==> config.mk <==
export PLATFORM = sky130hd
export DESIGN_NAME = vector_store_serializer
export DESIGN_NICKNAME = d
export VERILOG_FILES = /design/src/rtl/vector_store_serializer.sv
export SDC_FILE = /design/constraint.sdc
export NUM_CORES = 1
export LEC_CHECK = 0
export CORE_MARGIN = 2
export CORE_UTILIZATION = 30
export DETAILED_ROUTE_END_ITERATION = 10
export PLACE_DENSITY_LB_ADDON = 0.05
export SLEW_MARGIN = 10
export SYNTH_ARGS = -nofsm -noshare
export SYNTH_HDL_FRONTEND = slang
export SYNTH_SLANG_ARGS = --single-unit
export TNS_END_PERCENT = 100
==> constraint.sdc <==
create_clock -name clk -period 3.6 [get_ports clk]
set_input_delay 0.72 -clock clk [delete_from_list [all_inputs] [get_ports clk]]
set_output_delay 0.72 -clock clk [all_outputs]
set_load 0.02 [all_outputs]
==> src/rtl/vector_store_serializer.sv <==
// vector_store_serializer: writes the masked lanes of a packed vector result to memory, one lane per accepted write
//
// Ports:
//   clk, rst_n     clock, asynchronous active-low reset
//   in_valid       store request valid
//   in_ready       block can accept a request (IDLE only)
//   in_data        packed vector, lane i = bits [i*DATA_WIDTH +: DATA_WIDTH]
//   in_base_addr   address of lane 0; lane i is always written to base+i
//   in_lane_mask   1 = store lane i
//   mem_we         write request, held with address/data until mem_ready
//   mem_addr       write address (wraps modulo 2^ADDR_WIDTH)
//   mem_wdata      write data
//   mem_ready      memory accepts the write this cycle
//   busy           high in STORE or DONE
//   done           one-cycle completion pulse
//   err            stall-timeout pulse, coincident with done
//
// Optional feature: define VSTORE_TIMEOUT_EN to abandon a request after
// 255 consecutive stalled write cycles; otherwise err is tied low.
module vector_store_serializer #(
  parameter int DATA_WIDTH = 8,
  parameter int LANES      = 6,
  parameter int ADDR_WIDTH = 16
) (
  input  logic                        clk,
  input  logic                        rst_n,
  input  logic                        in_valid,
  output logic                        in_ready,
  input  logic [DATA_WIDTH*LANES-1:0] in_data,
  input  logic [ADDR_WIDTH-1:0]       in_base_addr,
  input  logic [LANES-1:0]            in_lane_mask,
  output logic                        mem_we,
  output logic [ADDR_WIDTH-1:0]       mem_addr,
  output logic [DATA_WIDTH-1:0]       mem_wdata,
  input  logic                        mem_ready,
  output logic                        busy,
  output logic                        done,
  output logic                        err
);
  localparam int IW = LANES > 1 ? $clog2(LANES) : 1;
  typedef enum logic [1:0] {IDLE, STORE, DONE} state_t;
  state_t                        state_q;
  logic [DATA_WIDTH*LANES-1:0]   data_q;
  logic [ADDR_WIDTH-1:0]         base_q;
  logic [LANES-1:0]              mask_q;
  logic [IW-1:0]                 idx_q;
  logic                          in_ready_q;
  logic                          mem_we_q;
  logic [ADDR_WIDTH-1:0]         mem_addr_q;
  logic [DATA_WIDTH-1:0]         mem_wdata_q;
  logic                          busy_q;
  logic                          done_q;
  logic [LANES-1:0]              rem_d;
  logic [LANES-1:0]              nxt_mask_d;
  logic [DATA_WIDTH*LANES-1:0]   nxt_data_d;
  logic [ADDR_WIDTH-1:0]         nxt_base_d;
  logic [IW-1:0]                 nxt_idx_d;
  logic [DATA_WIDTH-1:0]         nxt_wdata_d;
  logic [ADDR_WIDTH-1:0]         nxt_addr_d;
`ifdef VSTORE_TIMEOUT_EN
  logic [7:0]                    stall_q;
  logic                          err_q;
  assign err = err_q;
`else
  assign err = 1'b0;
`endif
  assign in_ready  = in_ready_q;
  assign mem_we    = mem_we_q;
  assign mem_addr  = mem_addr_q;
  assign mem_wdata = mem_wdata_q;
  assign busy      = busy_q;
  assign done      = done_q;
  // Next lane to present: from the incoming request while idle, otherwise
  // from the captured request with the lane just written removed. Scanning
  // high-to-low leaves the lowest set bit selected.
  always_comb begin
    rem_d       = mask_q & ~(LANES'(1) << idx_q);
    nxt_mask_d  = (state_q == IDLE) ? in_lane_mask : rem_d;
    nxt_data_d  = (state_q == IDLE) ? in_data : data_q;
    nxt_base_d  = (state_q == IDLE) ? in_base_addr : base_q;
    nxt_idx_d   = '0;
    nxt_wdata_d = '0;
    for (int i = LANES - 1; i >= 0; i--)
      if (nxt_mask_d[i]) begin
        nxt_idx_d   = IW'(i);
        nxt_wdata_d = nxt_data_d[i*DATA_WIDTH +: DATA_WIDTH];
      end
    nxt_addr_d = nxt_base_d + ADDR_WIDTH'(nxt_idx_d);
  end
  always_ff @(posedge clk or negedge rst_n)
    if (!rst_n) begin
      state_q     <= IDLE;
      data_q      <= '0;
      base_q      <= '0;
      mask_q      <= '0;
      idx_q       <= '0;
      in_ready_q  <= 1'b1;
      mem_we_q    <= 1'b0;
      mem_addr_q  <= '0;
      mem_wdata_q <= '0;
      busy_q      <= 1'b0;
      done_q      <= 1'b0;
`ifdef VSTORE_TIMEOUT_EN
      stall_q     <= '0;
      err_q       <= 1'b0;
`endif
    end else
      case (state_q)
        IDLE:
          if (in_valid && in_ready_q) begin
            data_q     <= in_data;
            base_q     <= in_base_addr;
            mask_q     <= in_lane_mask;
            in_ready_q <= 1'b0;
            busy_q     <= 1'b1;
`ifdef VSTORE_TIMEOUT_EN
            stall_q    <= '0;
`endif
            if (|in_lane_mask) begin
              state_q     <= STORE;
              idx_q       <= nxt_idx_d;
              mem_we_q    <= 1'b1;
              mem_addr_q  <= nxt_addr_d;
              mem_wdata_q <= nxt_wdata_d;
            end else begin
              state_q <= DONE;
              done_q  <= 1'b1;
            end
          end
        STORE:
          if (mem_ready) begin
            mask_q <= rem_d;
`ifdef VSTORE_TIMEOUT_EN
            stall_q <= '0;
`endif
            if (|rem_d) begin
              idx_q       <= nxt_idx_d;
              mem_addr_q  <= nxt_addr_d;
              mem_wdata_q <= nxt_wdata_d;
            end else begin
              state_q  <= DONE;
              mem_we_q <= 1'b0;
              done_q   <= 1'b1;
            end
          end
`ifdef VSTORE_TIMEOUT_EN
          // This stalled cycle brings the counter to 255: give up.
          else if (stall_q == 8'd254) begin
            stall_q  <= 8'd255;
            state_q  <= DONE;
            mem_we_q <= 1'b0;
            done_q   <= 1'b1;
            err_q    <= 1'b1;
          end else
            stall_q <= stall_q + 8'd1;
`endif
        DONE: begin
          state_q    <= IDLE;
          done_q     <= 1'b0;
          in_ready_q <= 1'b1;
          busy_q     <= 1'b0;
`ifdef VSTORE_TIMEOUT_EN
          err_q      <= 1'b0;
`endif
        end
        default: state_q <= IDLE;
      endcase
endmodule
==> flow_summary.json, run 1 <==
{
  "min_path_type": "register to register",
  "slowest_stage": "clkdlybuf4s50_1",
  "start_kind": "input port",
  "cts_tree": "yes",
  "grt_busiest_layer": "met2",
  "syn_avg_cell_area_um2": 9.861,
  "use_met2_pct": 27.69,
  "status": "finished clean",
  "die_w_um": 142.1,
  "grt_use_total_pct": 17.67,
  "async_reset_ff_share_pct": 100.0,
  "ys_seq_elements": 103,
  "cap_violations": 0,
  "io_buffers": 101,
  "path_delay_family": "simple AND/OR/NAND/NOR gates",
  "path_buf_inv": 3,
  "whs_path_depth": 1,
  "stdcell_count": 939,
  "worstSetupPathType": "input port to register",
  "pwr-share-seq_pct": 48.4,
  "tightest_slew_ps": 1021,
  "rsz0062_at_grt": "no",
  "post_drt_via_cell_ratio": 5.188,
  "nets": 778,
  "grt_max_degree": 76,
  "drt-total-wl_um": 17370,
  "drtPass1Iterations": 4,
  "reg2reg_from": "idx_q[1]",
  "cts_buffer_depth": 2,
  "synth_ff_type": "dfrtp_1",
  "io_pins": 103,
  "final-setup-viol-count": 0,
  "grt_first_pass_wirelength_um": 27520,
  "globalRouteMet3Util_pct": 2.423,
  "clock_latency_ps": 360,
  "antenna_found_initial": 0,
  "relSlewSlack_pct": 31.92,
  "cts_htree_levels": 3,
  "leakage_nw": 3.483,
  "worstHoldStart": "mem_addr[10]",
  "initial_core_util_pct": 30.58,
  "cts.reportedPaths.clkPinSlew_ps": 80,
  "fill_cells": 1829,
  "dpl.hpwl_um": 12720,
  "grt_pass1_vias": 5028,
  "reg2reg_to": "mem_addr[10]",
  "max_stage_delay_ps": 520,
  "diodes": 0,
  "design.die.area_um2": 20180,
  "p_comb_share_pct": 11.2,
  "skew_ps": 9.127,
  "synth_edf_count": 0,
  "ant_nets": 0,
  "wire_per_inst_um": 18.50,
  "syn_nets": 658,
  "ys_top_cells_by_area": "dfrtp_1 45%, mux2_2 13%, nand2_1 4.1%",
  "internal_power_mw": 1.783,
  "hold_viol": 0,
  "ys_seq_area_share_pct": 45.09,
  "fmax_mhz": 293.1,
  "power_frac_clock_pct": 40.4,
  "die-height_um": 142.1,
  "area_growth_pct": 33.10,
  "rr_worst_depth": 15,
  "finalSetupTns_ps": 0,
  "synthCells": 580,
  "hold_path_end": "mem_addr[10]",
  "via_count": 4872,
  "globalRoute.totalOverflow": 0,
  "cts_hold_buffers": 0,
  "synth_top_cell_by_area": "dfrtp_1",
  "cp_max_fo": 2,
  "yosys_warnings": 0,
  "period_share_pct": 94.77,
  "row_count": 50,
  "synthMostInstantiatedCell": "dfrtp_1",
  "crit_arrival_ps": 3720,
  "power.total_mw": 2.386,
  "root_buffer": "clkbuf_16",
  "critPathCaptureType": "register",
  "first_iter_violations": 226,
  "layout-drive-gt1-share_pct": 21.84,
  "drc": 0,
  "synthDistinctLibCells": 63,
  "setup_ws_ps": 188.2,
  "crit_chain": "clkdlybuf4s50_1 > or3_1 > nand2_1 > a22oi_2 > nor2_2 > nor3_2 > ha_2 > inv_2 > fa_2 > nand2b_4 > a222oi_1 > buf_4 > nand2_2 > or3_4 > a311oi_2 > a21o_1",
  "synth_top_area_share_pct": 44.63,
  "p_sw_mw": 0.6036,
  "vdd_drop_max_v": 0.0002134,
  "synth_common_cells": "102 x dfrtp_1, 64 x mux2_2, 62 x nand2_1",
  "cp.required_ps": 3900,
  "gp_congestion": 0.8398,
  "core_um2": 18710,
  "netlist_area_um2": 5719,
  "p_per_area_nw_per_um2": 313.5,
  "pre_cts_ws_ps": -499.4,
  "dp_cells": 920,
  "maxSlewViolCount": 0,
  "r2r_setup_slack_ps": 200,
  "cts_buffers": 9,
  "clock-sinks": 103,
  "netSwitchingFraction_pct": 25.29,
  "grt_use_met1_pct": 24.87,
  "finalCriticalPeriod_ps": 3412
}
==> power by group through the flow <==
stage                     combinational [mW]  clock, mW  sequential, mW
after floorplan                       0.0897          0            1.18
after global placement                 0.263          0            1.18
after detailed placement               0.264          0            1.18
after CTS                              0.267      0.995            1.16
after global routing                   0.292       1.04            1.16
final                                  0.266      0.964            1.16
==> worst register-to-register path, cell delays in order, from the launching register on <==
cell,delay (ps)
dfrtp_1,410
or3b_4,410
a21o_1,200
a22oi_2,200
nor2_2,80
nor3_2,110
ha_2,200
inv_2,40
fa_2,330
nand2b_4,150
a222oi_1,250
buf_4,180
nand2_2,60
or3_4,380
a311oi_2,240
a21o_1,100
==> kinds of logic (layout without fill, tap and decap cells) <==
kind of cell	after synthesis	count (layout)	share of synthesized area, %
simple gates	170	170	14.94
buf+inv	52	177	3.938
other cells	1	1	0.06557
xor+xnor	14	14	2.144
mux	83	83	15.93
fa+ha+maj	4	4	1.006
compound gates	153	153	16.89
flops	103	103	45.09
==> routing by layer <==
layer | up-vias | share of wire (%) | wire length, um
met5 | - | 0 | 0
met4 | 0 | 2.2 | 377
met3 | 19 | 4.1 | 704
met2 | 111 | 45 | 7812
met1 | 2399 | 49 | 8480
li1 | 2343 | - | -
==> sequential cells by signal (all words and copies together), names as in the netlist <==
| register | count |
|---|---|
| data_q | 48 |
| base_q | 16 |
| mem_addr | 16 |
| mem_wdata | 8 |
| mask_q | 6 |
| idx_q | 3 |
| state_q | 2 |
| busy | 1 |
| done | 1 |
| in_ready | 1 |
| mem_we | 1 |
==> worst max-delay path by stage <==
stage | start | to | slack (ps) | cells past startpoint
after floorplan | idx_q[0] | mem_addr[10] | -140 | 17
after global placement | in_lane_mask[2] | mem_addr[10] | -450 | 15
after detailed placement | in_lane_mask[2] | mem_addr[10] | -500 | 15
after CTS | idx_q[1] | mem_addr[15] | 30 | 14
after global routing | idx_q[1] | mem_addr[10] | 2 | 15
final | in_lane_mask[3] | mem_addr[10] | 190 | 16
==> cells in the final DEF (no fill, tap or decap), types with 3 or more instances in the layout <==
master	instances
nor3b_1	8
buf_4	49
a22oi_1	9
mux2_2	64
nor3_1	12
dlymetal6s2s_1	3
clkdlybuf4s50_1	97
dfrtp_1	102
a31oi_1	4
xnor2_1	5
and2_1	4
o21ai_0	32
o211ai_1	6
or3_1	3
clkbuf_16	9
nor2b_1	15
a21oi_1	39
xor2_1	9
a221oi_1	7
mux2i_1	19
a22o_1	3
nor2_1	26
nand3_1	11
o22ai_1	22
and4_1	3
a21o_1	3
clkinv_4	3
nand2_1	62
inv_1	8
o21a_1	8
==> area by class of cell <==
class                      instances  area, um2  share of cell area (%)
sequential                       103       2579                   33.88
inverter                          10      37.54                  0.4931
multi-input combinational        425       3009                   39.53
clock buffer                      12      246.5                   3.238
clock inverter                     4      31.28                  0.4109
tap                              234      292.8                   3.846
timing repair buffer             151       1416                   18.61
==> timing repair <==
item	4_1_cts	5_1_grt
gates resized for setup	5	13
pin swaps	5	9
endpoints found under the setup margin	3	6
setup buffers	0	3
endpoints found under the hold margin	0	0
==> per-stage QoR <==
step / utilization [%] / cell area, um2 / hold slack, ps
floorplan: - / 5768 / 424.4
global placement: 38.73 / 7244 / 462.8
detailed placement: 38.73 / 7244 / 470.5
CTS: 40.33 / 7545 / 488.3
global route: 40.70 / 7612 / 512.8
finish: 40.70 / 7612 / 482.5
(Power assumes the default switching activity.)
==> inputs of run 2 (changes only) <==
--- a/config.mk
+++ b/config.mk
@@ -5,7 +5,7 @@
 export SDC_FILE = /design/constraint.sdc
 export NUM_CORES = 1
 export LEC_CHECK = 0
-export CORE_MARGIN = 2
+export CORE_MARGIN = 4
 export CORE_UTILIZATION = 30
 export DETAILED_ROUTE_END_ITERATION = 10
 export PLACE_DENSITY_LB_ADDON = 0.05
==> flow_summary.json, run 2 (synthesis results as in run 1) <==
{
  "status": "finished clean",
  "regArea_um2": 2580,
  "antenna_found_initial": 0,
  "cts_tree": "yes",
  "setup_ws_ps": 96.43,
  "multi_input_area_um2": 3000,
  "start_kind": "register",
  "grt_first_pass_wirelength_um": 28260,
  "cts_htree_levels": 3,
  "drc": 0,
  "first_iter_violations": 224,
  "post_drt_via_cell_ratio": 5.191,
  "cts_buffers": 9,
  "tightest_slew_ps": 905.9,
  "final_cell_mix": "101 x dfrtp_1, 97 x clkdlybuf4s50_1, 64 x mux2_2, 62 x nand2_1, 51 x buf_4",
  "die-height_um": 146.1,
  "rsz0062_at_grt": "yes",
  "area_growth_pct": 33.52,
  "io_pins": 103,
  "row_count": 50,
  "grt_use_total_pct": 16.59,
  "vdd_drop_max_v": 0.0002787,
  "ant_nets": 0,
  "layout-drive-gt1-share_pct": 22.07,
  "mostFrequentLayoutCell": "dfrtp_1",
  "maxSlewViolCount": 0,
  "finalCriticalPeriod_ps": 3504,
  "largest_reg_flops": 48,
  "diodes": 0,
  "cp.required_ps": 3890,
  "hold_viol": 0,
  "die_w_um": 146.1,
  "initial_core_util_pct": 30.58,
  "via_count": 4885,
  "finalSetupTns_ps": 0,
  "timing.hold.ws_ps": 396.2,
  "clock_latency_ps": 350,
  "cts_buffer_depth": 2,
  "p_per_area_nw_per_um2": 318.0,
  "critPathCaptureType": "register",
  "dpl.hpwl_um": 12830,
  "reg2reg_from": "idx_q[2]",
  "top_register": "data_q",
  "grt_pass1_vias": 5133,
  "core_um2": 18710,
  "design.die.area_um2": 21340,
  "io_buffers": 101,
  "cp_max_fo": 6,
  "cts_hold_buffers": 0,
  "worstSetupPathType": "register to register",
  "wire_per_inst_um": 18.47,
  "stdcell_count": 941,
  "fill_cells": 1819,
  "period_share_pct": 97.32,
  "worstSetupStartpoint": "idx_q[2]",
  "crit_arrival_ps": 3800,
  "dp_cells": 919,
  "relSlewSlack_pct": 39.48,
  "grt_max_degree": 66,
  "root_buffer": "clkbuf_16",
  "pre_cts_ws_ps": -598.2,
  "final-setup-viol-count": 0,
  "drt-total-wl_um": 17380,
  "cap_violations": 0,
  "drtPass1Iterations": 5,
  "leakage_nw": 3.489,
  "fmax_mhz": 285.4,
  "min_path_type": "input port to async pin",
  "clock-sinks": 103,
  "nets": 780,
  "cts.reportedPaths.clkPinSlew_ps": 70,
  "gp_congestion": 0.7919,
  "globalRoute.totalOverflow": 0,
  "skew_ps": 9.958
}
[run 2: power breakdown]
part           switching [mW]  internal, mW
logic                   0.131         0.136
registers                   0          1.16
clock network           0.462         0.542
[run 2: final timing paths]
check                                to  slack [ps]  cells past startpoint
max                        mem_addr[10]         100                     15
min                          state_q[0]         400                      1
max reg2reg                mem_addr[10]         100                     15
min reg2reg                 mem_addr[9]         480                      2
max in group asynchronous     data_q[4]        2350                      2
min in group clk            mem_addr[9]         480                      2
[run 2: worst max-delay path, cell delays in order, from the launching register on]
cell and delay [ps]:
dfrtp_2 450, or3b_4 390, a21o_1 190, a22oi_2 190
nor2_2 70, nor3_2 130, ha_2 220, inv_2 40
fa_2 340, nand2b_4 150, a222oi_1 320, buf_4 190
nand2_2 50, or3_4 380, a311oi_2 240, a21o_1 100
[run 2: cell type report]
type                    count  area share [%]
inverters                  10          0.4916
flip-flops and latches    103           33.79
repair buffers            153           18.70
multi-input cells         425           39.29
well taps                 234           3.834
clock buffers               9           2.949
clock inverters             7          0.9504
[run 2: stage by stage]
stage          instance area, um2  power [mW]  utilization (%)
5_1_grt                      7636       2.539            40.82
3_5_place_dp                 7237       1.444            38.69
4_1_cts                      7551       2.476            40.37
3_3_place_gp                 7237       1.443            38.69
6_report                     7636       2.428            40.82
2_1_floorplan                5768       1.269                -
[run 2: repair_timing]
action | in CTS | in global routing
gates cloned | 0 | 0
pin swaps | 9 | 9
resized for setup | 5 | 12
setup endpoints to repair | 3 | 5
setup buffers | 0 | 6
[run 2: routing by layer]
layer,track usage (%),up-vias,part of all wire (%)
li1,-,2347,-
met1,21.76,2413,46
met4,4.233,0,1.8
met5,0,-,0
met3,3.724,18,3.7
met2,27.89,107,49
